--- src/rtl/pipe_stage_elastic.sv ---
// Elastic pipeline stage: valid/ready on both sides, 2-entry skid buffer with a
// registered in_ready, synchronous flush (bubble insert) and a saturating stall counter.
module pipe_stage_elastic #(
  parameter int                 DATA_W  = 32,
  parameter logic [DATA_W-1:0]  RST_VAL = {DATA_W{1'b0}},
  parameter int                 CNT_W   = 16
) (
  input  logic              clk,
  input  logic              rst,
  input  logic              flush,
  input  logic              in_valid,
  output logic              in_ready,
  input  logic [DATA_W-1:0] in_data,
  output logic              out_valid,
  input  logic              out_ready,
  output logic [DATA_W-1:0] out_data,
  output logic [1:0]        occupancy,
  output logic [CNT_W-1:0]  stall_cnt,
  input  logic              clr_cnt
);

  typedef enum logic [1:0] {
    EMPTY = 2'd0,
    ONE   = 2'd1,
    FULL  = 2'd2
  } state_e;

  localparam logic [CNT_W-1:0] CNT_ONE = {{(CNT_W-1){1'b0}}, 1'b1};
  localparam logic [CNT_W-1:0] CNT_MAX = {CNT_W{1'b1}};

  state_e            state_q, state_d;
  logic [DATA_W-1:0] main_q, main_d;
  logic [DATA_W-1:0] skid_q, skid_d;
  logic              in_ready_q;
  logic              out_valid_q;
  logic              in_fire;
  logic              out_fire;

  // Handshakes use only registered flags, so ready/valid never loop through this stage.
  assign in_fire  = in_valid & in_ready_q;
  assign out_fire = out_valid_q & out_ready;

  // NOTE: every combinational output gets a default first so no path leaves it unassigned (no latch).
  always_comb begin
    state_d = state_q;
    main_d  = main_q;
    skid_d  = skid_q;
    if (flush) begin
      state_d = EMPTY;
      main_d  = RST_VAL;
      skid_d  = RST_VAL;
    end else begin
      unique case (state_q)
        EMPTY: begin
          if (in_fire) begin
            state_d = ONE;
            main_d  = in_data;
          end
        end
        ONE: begin
          if (in_fire && out_fire) begin
            main_d = in_data;
          end else if (in_fire) begin
            state_d = FULL;
            skid_d  = in_data;
          end else if (out_fire) begin
            state_d = EMPTY;
          end
        end
        FULL: begin
          if (out_fire) begin
            state_d = ONE;
            main_d  = skid_q;
          end
        end
        default: begin
          state_d = EMPTY;
        end
      endcase
    end
  end

  // NOTE: sequential state uses non-blocking assignments so all registers update from pre-edge values.
  // The flags are computed from the next state so the ports come straight from flops.
  always_ff @(posedge clk) begin
    if (rst) begin
      state_q     <= EMPTY;
      main_q      <= RST_VAL;
      skid_q      <= RST_VAL;
      in_ready_q  <= 1'b1;
      out_valid_q <= 1'b0;
    end else begin
      state_q     <= state_d;
      main_q      <= main_d;
      skid_q      <= skid_d;
      in_ready_q  <= (state_d != FULL);
      out_valid_q <= (state_d != EMPTY);
    end
  end

  always_ff @(posedge clk) begin
    if (rst || clr_cnt) begin
      stall_cnt <= '0;
    end else if (out_valid_q && !out_ready && (stall_cnt != CNT_MAX)) begin
      stall_cnt <= stall_cnt + CNT_ONE;
    end
  end

  always_comb begin
    occupancy = 2'd0;
    unique case (state_q)
      EMPTY:   occupancy = 2'd0;
      ONE:     occupancy = 2'd1;
      FULL:    occupancy = 2'd2;
      default: occupancy = 2'd0;
    endcase
  end

  assign in_ready  = in_ready_q;
  assign out_valid = out_valid_q;
  assign out_data  = main_q;

endmodule

--- config.mk ---
export PLATFORM = sky130hd
export DESIGN_NAME = pipe_stage_elastic
export DESIGN_NICKNAME = d
export VERILOG_FILES = /design/src/rtl/pipe_stage_elastic.sv
export SDC_FILE = /design/constraint.sdc
export NUM_CORES = 1
export LEC_CHECK = 0
export CAP_MARGIN = 20
export CELL_PAD_IN_SITES_DETAIL_PLACEMENT = 1
export CELL_PAD_IN_SITES_GLOBAL_PLACEMENT = 2
export CORE_ASPECT_RATIO = 0.5
export CORE_UTILIZATION = 31
export CTS_CLUSTER_SIZE = 8
export DETAILED_ROUTE_END_ITERATION = 10
export GPL_TIMING_DRIVEN = 0
export PLACE_DENSITY_LB_ADDON = 0.1
export SYNTH_ARGS = -nofsm -noshare
export SYNTH_HDL_FRONTEND = slang
export SYNTH_SLANG_ARGS = --single-unit
--- constraint.sdc ---
create_clock -name clk -period 3.1 [get_ports clk]
set_clock_uncertainty 0.05 [all_clocks]
set_input_delay 0.62 -clock clk [delete_from_list [all_inputs] [get_ports clk]]
set_output_delay 0.62 -clock clk [all_outputs]
set_load 0.005 [all_outputs]
* Word level (Yosys, flattened, before mapping)
Index checks and enable logic that the tools add are counted.
Storage, ports and cells: register bits 84, input port bits 38, output and inout bits 52, logic and storage cells 40
Cells by class: $add $sub $neg 1, equality and inequality tests 7, mux-type cells 12, bitwise operators 3, reduce and logical (&&, ||, !) cells 11
Operators by type and width (count):
- 32-bit 2-to-1 mux | 3
- 32-bit case mux with 3 select lines | 1
- 16-bit by 1-bit adder with 16-bit output, second input constant | 1
- 16-bit inequality test, second input constant | 1
- 2-bit 2-to-1 mux | 6
- 2-bit inequality test, second input constant | 4
- 2-bit case mux with 3 select lines | 1
- 2-bit case mux with 2 select lines | 1
- 4-bit AND reduction | 1
- 1-bit logical AND | 3
- 3-bit AND reduction | 1
- 3-bit nonzero test | 1
- 1-bit AND | 2
- 2-bit by 1-bit equality test with 1-bit output, second input constant | 1
- 2-bit equality test, second input constant | 1
- 2-bit zero test | 1
- 2-bit nonzero test | 1
- 2-bit OR reduction | 1
- 1-bit zero test | 1
- 1-bit logical OR | 1
- 1-bit NOT | 1

* Longest topological paths before layout
Gate-level depths: netlist (run 1).
word-level depth 7, depth in mapped cells 7, mapped depth without buffers 5

* Least setup slack after synthesis (run 1)
OpenSTA, ideal clock, no wires.
path type input-to-reg, start point input port out_ready, end point register stall_cnt[9], setup time 0.070 ns, arrival time 1.631 ns, required time 2.980 ns, slack 1.348 ns, stages on the path 4, buffers on the path 0, cell sequence and2b_2 -> nand4_4 -> or4_1 -> a21oi_1
On the way: longest elaborated chain between the ends 3
Ends and longest elaborated chain:
- start, declared | line 15 | input logic out_ready,
- 1-bit zero test | line 104 | end else if (out_valid_q && !out_ready && (stall_cnt != CNT_MAX)) begin
- 1-bit logical AND (2 in series) | line 104
- end signal, assigned | line 105 | stall_cnt <= stall_cnt + CNT_ONE;
- end, declared | line 18 | output logic [CNT_W-1:0] stall_cnt,
No other way between the ends. A chain may end at the register's enable or synchronous reset.

* Final worst setup path (run 1)
start point register state_q[0], end point output port occupancy[1]
On the way: longest elaborated chain between the ends 2, elaborated cells on any way between the ends 3, classes of those cells 2 x eq/ne; 1 x mux
Ends and longest elaborated chain:
- start, declared | line 31 | state_e state_q, state_d;
- start signal, assigned | line 93 | state_q <= state_d;
- 2-bit equality test / 2-bit by 1-bit equality test with 1-bit output (equally long branches) | line 111 | unique case (state_q)
- 2-bit case mux with 2 select lines (*) | line 111
- end, declared | line 17 | output logic [1:0] occupancy,
Mark *: on every way between the ends. The rest lies on a longest branch, timed or not.

==> flow_metrics.tcl, run 1 <==
set metrics [dict create \
    nNetsFinal 546 \
    setup_violations 0 \
    antenna_cells 0 \
    yosysUniqueCellTypes 44 \
    syn_inst 407 \
    numClockSinks 84 \
    cts_made_buffers 9 \
    drt_pass1_iterations 4 \
    ant_nets 0 \
    synth_edf_count 0 \
    timing.max_slew.rel_slack_pct 63.00 \
    fmax_mhz 388.7 \
    hold_class "flip-flop to flip-flop" \
    drv_slew 0 \
    syn_avg_cell_area_um2 8.792 \
    ys_seq_area_share_pct 46.99 \
    rr_worst_depth 6 \
    clkLatencyLatePin_ns 0.34 \
    area_delta_synth_final_pct 38.99 \
    synth_seq_cells 84 \
    drc_errors 0 \
    htreeDepth 3 \
    status "finished clean" \
    p_leak_nw 1.904 \
    cp.required_ns 2.43 \
    synthTopCellsByArea "dfxtp_1 (47%), mux2i_1 (9.0%), nand2_1 (7.3%)" \
    synth_most_common_cell "dfxtp_1" \
    setup-tns-final_ns 0 \
    synth_warnings 0 \
    antenna_found_initial 0 \
    synthTopCellsByCount "dfxtp_1 (84), nand2_1 (70), a21oi_1 (43)" \
    drtIter0Drc 125 \
    io_buffers 89 \
    initial_core_util_pct 32.20 \
    root_buffer "clkbuf_16" \
    post_drt_wl_per_cell_um 15.27 \
    rsz0062_at_grt "false" \
    cp-end-kind "output pin" \
    grt_pass1_wl_um 16440 \
    hold_path_depth 2 \
    gp_congestion 0.7410 \
    ys_dominant_reg_cell "dfxtp_1" \
    worst-path-stages 5 \
    clk_pin_slew_ns 0.06 \
    yosysTopAreaCell "dfxtp_1" \
    post_cts_buffers 0 \
    async_reset_ff_share_pct 0 \
    ctsHoldBuffers 0 \
    min_period_ns 2.573 \
    core-area_mm2 0.01111 \
    slowest_stage "clkdlybuf4s50_1" \
    max_cap_viol_count 0 \
    viasPerCell 4.967 \
    track_usage_pct 17.48 \
    cts_resized 0 \
    clk_path_buf_depth 2 \
    syn_nets 446 \
    crit_chain "nand2b_1, buf_2, buf_2, inv_1, clkdlybuf4s50_1" \
    timing.hold.ws_ns 0.4074 \
    place_hpwl_um 7095 \
    dieArea_mm2 0.01200 \
    first_global_vias 3190 \
    cts_tree "yes" \
    yosys.area.top_type_share_pct 46.99 \
    fin_crit_sh_pct 82.99 \
    cp_slowest_stage_delay_ns 0.45 \
    grt_max_degree 16 \
    powerDensity_mw_per_mm2 509.3 \
    wl_um 10030 \
    crit_arrival_ns 1.90 \
    start_kind "flip-flop" \
    worst_slew_pin_slew_ns 0.5550 \
    synth_area_mm2 0.003578 \
    dieHeight_um 77.97 \
    vias 3263 \
    cp.buffers_inverters 4 \
    cpMostUsedCell "buf_2" \
    drive_above_1_share_pct 8.594 \
    die_w_um 153.9 \
    num_rows 27 \
    ios 90 \
    gr-total-overflow 0 \
    crit_family "buffers and inverters" \
    irDropWorstVdd_v 0.0002140 \
    crit_fanout 10 \
    critical_path_class "flip-flop to output pin" \
    finalHoldViolations 0 \
]
through the flow:
| step | instance area [um2] | total power, W | worst slack, ns | cells | util [%] |
|---|---|---|---|---|---|
| finish | 4974 | 0.002533 | 0.5273 | 657 | 44.75 |
| CTS | 4974 | 0.002575 | 0.4741 | 657 | 44.75 |
| floorplan | 3578 | 0.001248 | 1.348 | 407 | - |
| global placement | 4651 | 0.001387 | 0.3656 | 641 | 41.84 |
| global route | 4974 | 0.002639 | 0.3476 | 657 | 44.75 |
| detailed placement | 4651 | 0.001389 | 0.3774 | 641 | 41.84 |
power breakdown:
group          internal (W)  switching [W]
sequential          0.00110      0.0000149
clock              0.000710       0.000462
combinational      0.000122       0.000119
layout by cell type (no fill, tap or decap), types with 2 or more instances in the layout:
| cell | instances |
|---|---|
| a211oi_1 | 33 |
| a21oi_1 | 43 |
| a31oi_1 | 2 |
| and4_1 | 3 |
| buf_2 | 16 |
| bufinv_16 | 2 |
| clkbuf_1 | 14 |
| clkbuf_16 | 9 |
| clkdlybuf4s50_1 | 89 |
| clkinvlp_4 | 2 |
| dfxtp_1 | 84 |
| inv_1 | 4 |
| inv_6 | 2 |
| mux2i_1 | 32 |
| nand2_1 | 70 |
| nand2b_1 | 2 |
| nand3_1 | 6 |
| nand4_1 | 8 |
| nand4b_1 | 2 |
| nor2_1 | 36 |
| nor2b_1 | 2 |
| o211ai_1 | 2 |
| o21ai_0 | 7 |
| o311ai_0 | 3 |
| o31ai_1 | 5 |
| o41ai_1 | 4 |
| or2_2 | 2 |
| or3_1 | 3 |
| or4_1 | 4 |
cells by family after synthesis:
logic type               share of synthesized area [%]
AO/OA/AOI/OAI                                    18.74
adder cells (fa/ha/maj)                         0.3496
buffers and inverters                            4.266
multiplexers                                     8.951
AND/OR/NAND/NOR                                  20.46
flip-flops                                       46.99
XOR/XNOR                                        0.2448
sequential cells by signal, indices dropped and copies added (netlist names):
name and flops:
out_data 32, stall_cnt 16, skid_q 32, state_q 2
in_ready 1, out_valid 1
metal layers:
| layer | track usage, % | part of all wire (%) |
|---|---|---|
| met1 | 23.78 | 52 |
| met2 | 27.50 | 44 |
| met4 | 4.400 | 0.70 |
| met5 | 0 | 0 |
| met3 | 4.469 | 3.5 |
path summary, 6_finish.rpt:
path,startpoint,end,slack [ns]
min reg2reg,skid_q[30],skid_q[30],0.41
max reg2reg,stall_cnt[0],stall_cnt[6],1.13
max,state_q[0],occupancy[1],0.53
min,skid_q[30],skid_q[30],0.41
layout make-up:
class	instances	area [um2]
fillers	1283	6141
multi-input cells	288	1744
flip-flops and latches	84	1682
repair buffers	89	890.9
clock buffers	9	225.2
well taps	145	181.4
plain buffers	31	137.6
clock inverters	7	97.59
inverters	4	15.01
tightest hold or removal path, delay by kind of cell (launching register included):
kind             cells  cell delay (ns)
AND/OR/NAND/NOR      1             0.05
AO/OA/AOI/OAI        1             0.05
flip-flops           1             0.31
(Power assumes the default switching activity.)
==> run 2, diff against run 1 <==
- CORE_UTILIZATION: 31 -> 29
- clock period: 3.1 -> 2.5 ns (I/O delays scaled with it)
==> run 2 against run 1 <==
Against the previous run: power grew 25%; clock-buffer cell count stayed put; final area rose by 0.73%; worst setup slack worse by 0.37 ns; global-route usage fell by 0.36 points; utilization shrank 2.7 points; routed wire length rose by 2.8%; worst hold slack worse by 0.0032 ns; combinational power rose by 24%; largest power group unchanged; highest routed layer unchanged.
==> flow_metrics.tcl, run 2 (synthesized netlist as in run 1, its figures left out) <==
set metrics [dict create \
    status "finished clean" \
    p_sw_share_pct 23.93 \
    antenna_cells 0 \
    cp.required_ns 1.95 \
    drtIter0Drc 153 \
    antenna_found_initial 0 \
    cp_slowest_stage_delay_ns 0.44 \
    critical_path_class "flip-flop to output pin" \
    numClockSinks 84 \
    irDropWorstVdd_v 0.0003163 \
    area_delta_synth_final_pct 40.00 \
    finalHoldViolations 0 \
    core-area_mm2 0.01191 \
    slowest_stage "clkdlybuf4s50_1" \
    crit_arrival_ns 1.79 \
    min_period_ns 2.339 \
    htreeDepth 3 \
    grt_max_degree 17 \
    clk_pin_slew_ns 0.06 \
    post_drt_wl_per_cell_um 15.22 \
    fill_cells 1394 \
    crit_chain "nand2b_1, buf_2, buf_4, inv_1, clkdlybuf4s50_1" \
    drv_slew 0 \
    ios 90 \
    start_kind "flip-flop" \
    die_w_um 159.1 \
    rrSetupSlack_ns 0.48 \
    drive_above_1_share_pct 8.594 \
    hold_class "flip-flop to flip-flop" \
    wl_um 10310 \
    power.switching_w 0.0007601 \
    p_int_w 0.002416 \
    crit_fanout 10 \
    post_cts_buffers 0 \
    total_power_w 0.003176 \
    layout_common_cells "clkdlybuf4s50_1 (89), dfxtp_1 (84), nand2_1 (70), a21oi_1 (43), nor2_1 (36)" \
    worst_slew_pin_slew_ns 0.5793 \
    finalNonFillerCells 677 \
    powerDensity_mw_per_mm2 634.0 \
    p_leak_nw 1.916 \
    pre_cts_ws_ns -0.08415 \
    fmax_mhz 427.6 \
    final_util_pct 42.06 \
    fin_crit_sh_pct 93.55 \
    nNetsFinal 546 \
    grt_pass1_wl_um 17030 \
    rsz0062_at_grt "false" \
    drt_pass1_iterations 4 \
    place_hpwl_um 7256 \
    cts_made_buffers 9 \
    gp_congestion 0.7732 \
    viasPerCell 4.877 \
    ant_nets 0 \
    max_cap_viol_count 0 \
    layout_commonest_cell "clkdlybuf4s50_1" \
    timing.max_slew.rel_slack_pct 61.38 \
    p_clk_share_pct 46.9 \
    first_global_vias 3236 \
    comb_power_share_pct 9.4 \
    num_rows 28 \
    io_buffers 89 \
    dieArea_mm2 0.01282 \
    track_usage_pct 17.12 \
    fin_ws_ns 0.1611 \
    cts_tree "yes" \
    p_seq_share_pct 43.7 \
    cp-end-kind "output pin" \
    dieHeight_um 80.55 \
    drc_errors 0 \
    vias 3302 \
    setup_violations 0 \
    clk_path_buf_depth 2 \
    gr-total-overflow 0 \
    place_inst 661 \
    clkLatencyLatePin_ns 0.34 \
    root_buffer "clkbuf_16" \
    initial_core_util_pct 30.04 \
]
run 2: worst paths after layout:
path         cells after the start          from            to
max                              5    state_q[0]  occupancy[1]
min                              2     skid_q[0]     skid_q[0]
max reg2reg                      6  stall_cnt[0]  stall_cnt[6]
min reg2reg                      2     skid_q[0]     skid_q[0]
run 2: power by group through the flow:
stage	clock network [W]	registers, W	logic, W
after floorplan	0	0.00142	0.000129
after global placement	0	0.00142	0.000302
after detailed placement	0	0.00142	0.000303
after CTS	0.00155	0.00139	0.000305
after global routing	0.00161	0.00139	0.000332
final	0.00149	0.00139	0.000299
run 2: what timing repair did:
action	4_1_cts	5_1_grt
hold buffers	0	0
endpoints found under the setup margin	0	1
gates resized for setup	0	2
run 2: worst max-delay path: cells and delay by family (launching register included):
family	cells	cell delay [ns]
simple gates	1	0.12
buf+inv	4	0.92
flops	1	0.39
run 2: per-layer routing:
layer	global-route usage, %	vias up	routed length [um]
li1	-	1671	-
met1	22.57	1556	5153
met2	27.28	65	4628
met3	4.700	10	411
met4	5.192	0	112
met5	0	-	0
run 2: final cells by class:
cell class	instances	area [um2]	share of cell area, %
Buffer	31	140.1	2.797
Inverter	4	15.01	0.2997
Tap cell	165	206.4	4.121
Clock buffer	9	225.2	4.496
Multi-Input combinational cell	288	1744	34.82
Clock inverter	7	106.4	2.123
Timing Repair Buffer	89	890.9	17.78
Sequential cell	84	1682	33.57
run 2: through the flow:
| stage | setup TNS [ns] | instance area [um2] | hold slack (ns) |
|---|---|---|---|
| 5_1_grt | 0 | 5010 | 0.4211 |
| 2_1_floorplan | 0 | 3578 | 0.3857 |
| 3_5_place_dp | -1.700 | 4676 | 0.3975 |
| 6_report | 0 | 5010 | 0.4043 |
| 4_1_cts | 0 | 5007 | 0.4067 |
| 3_3_place_gp | -1.986 | 4676 | 0.3909 |
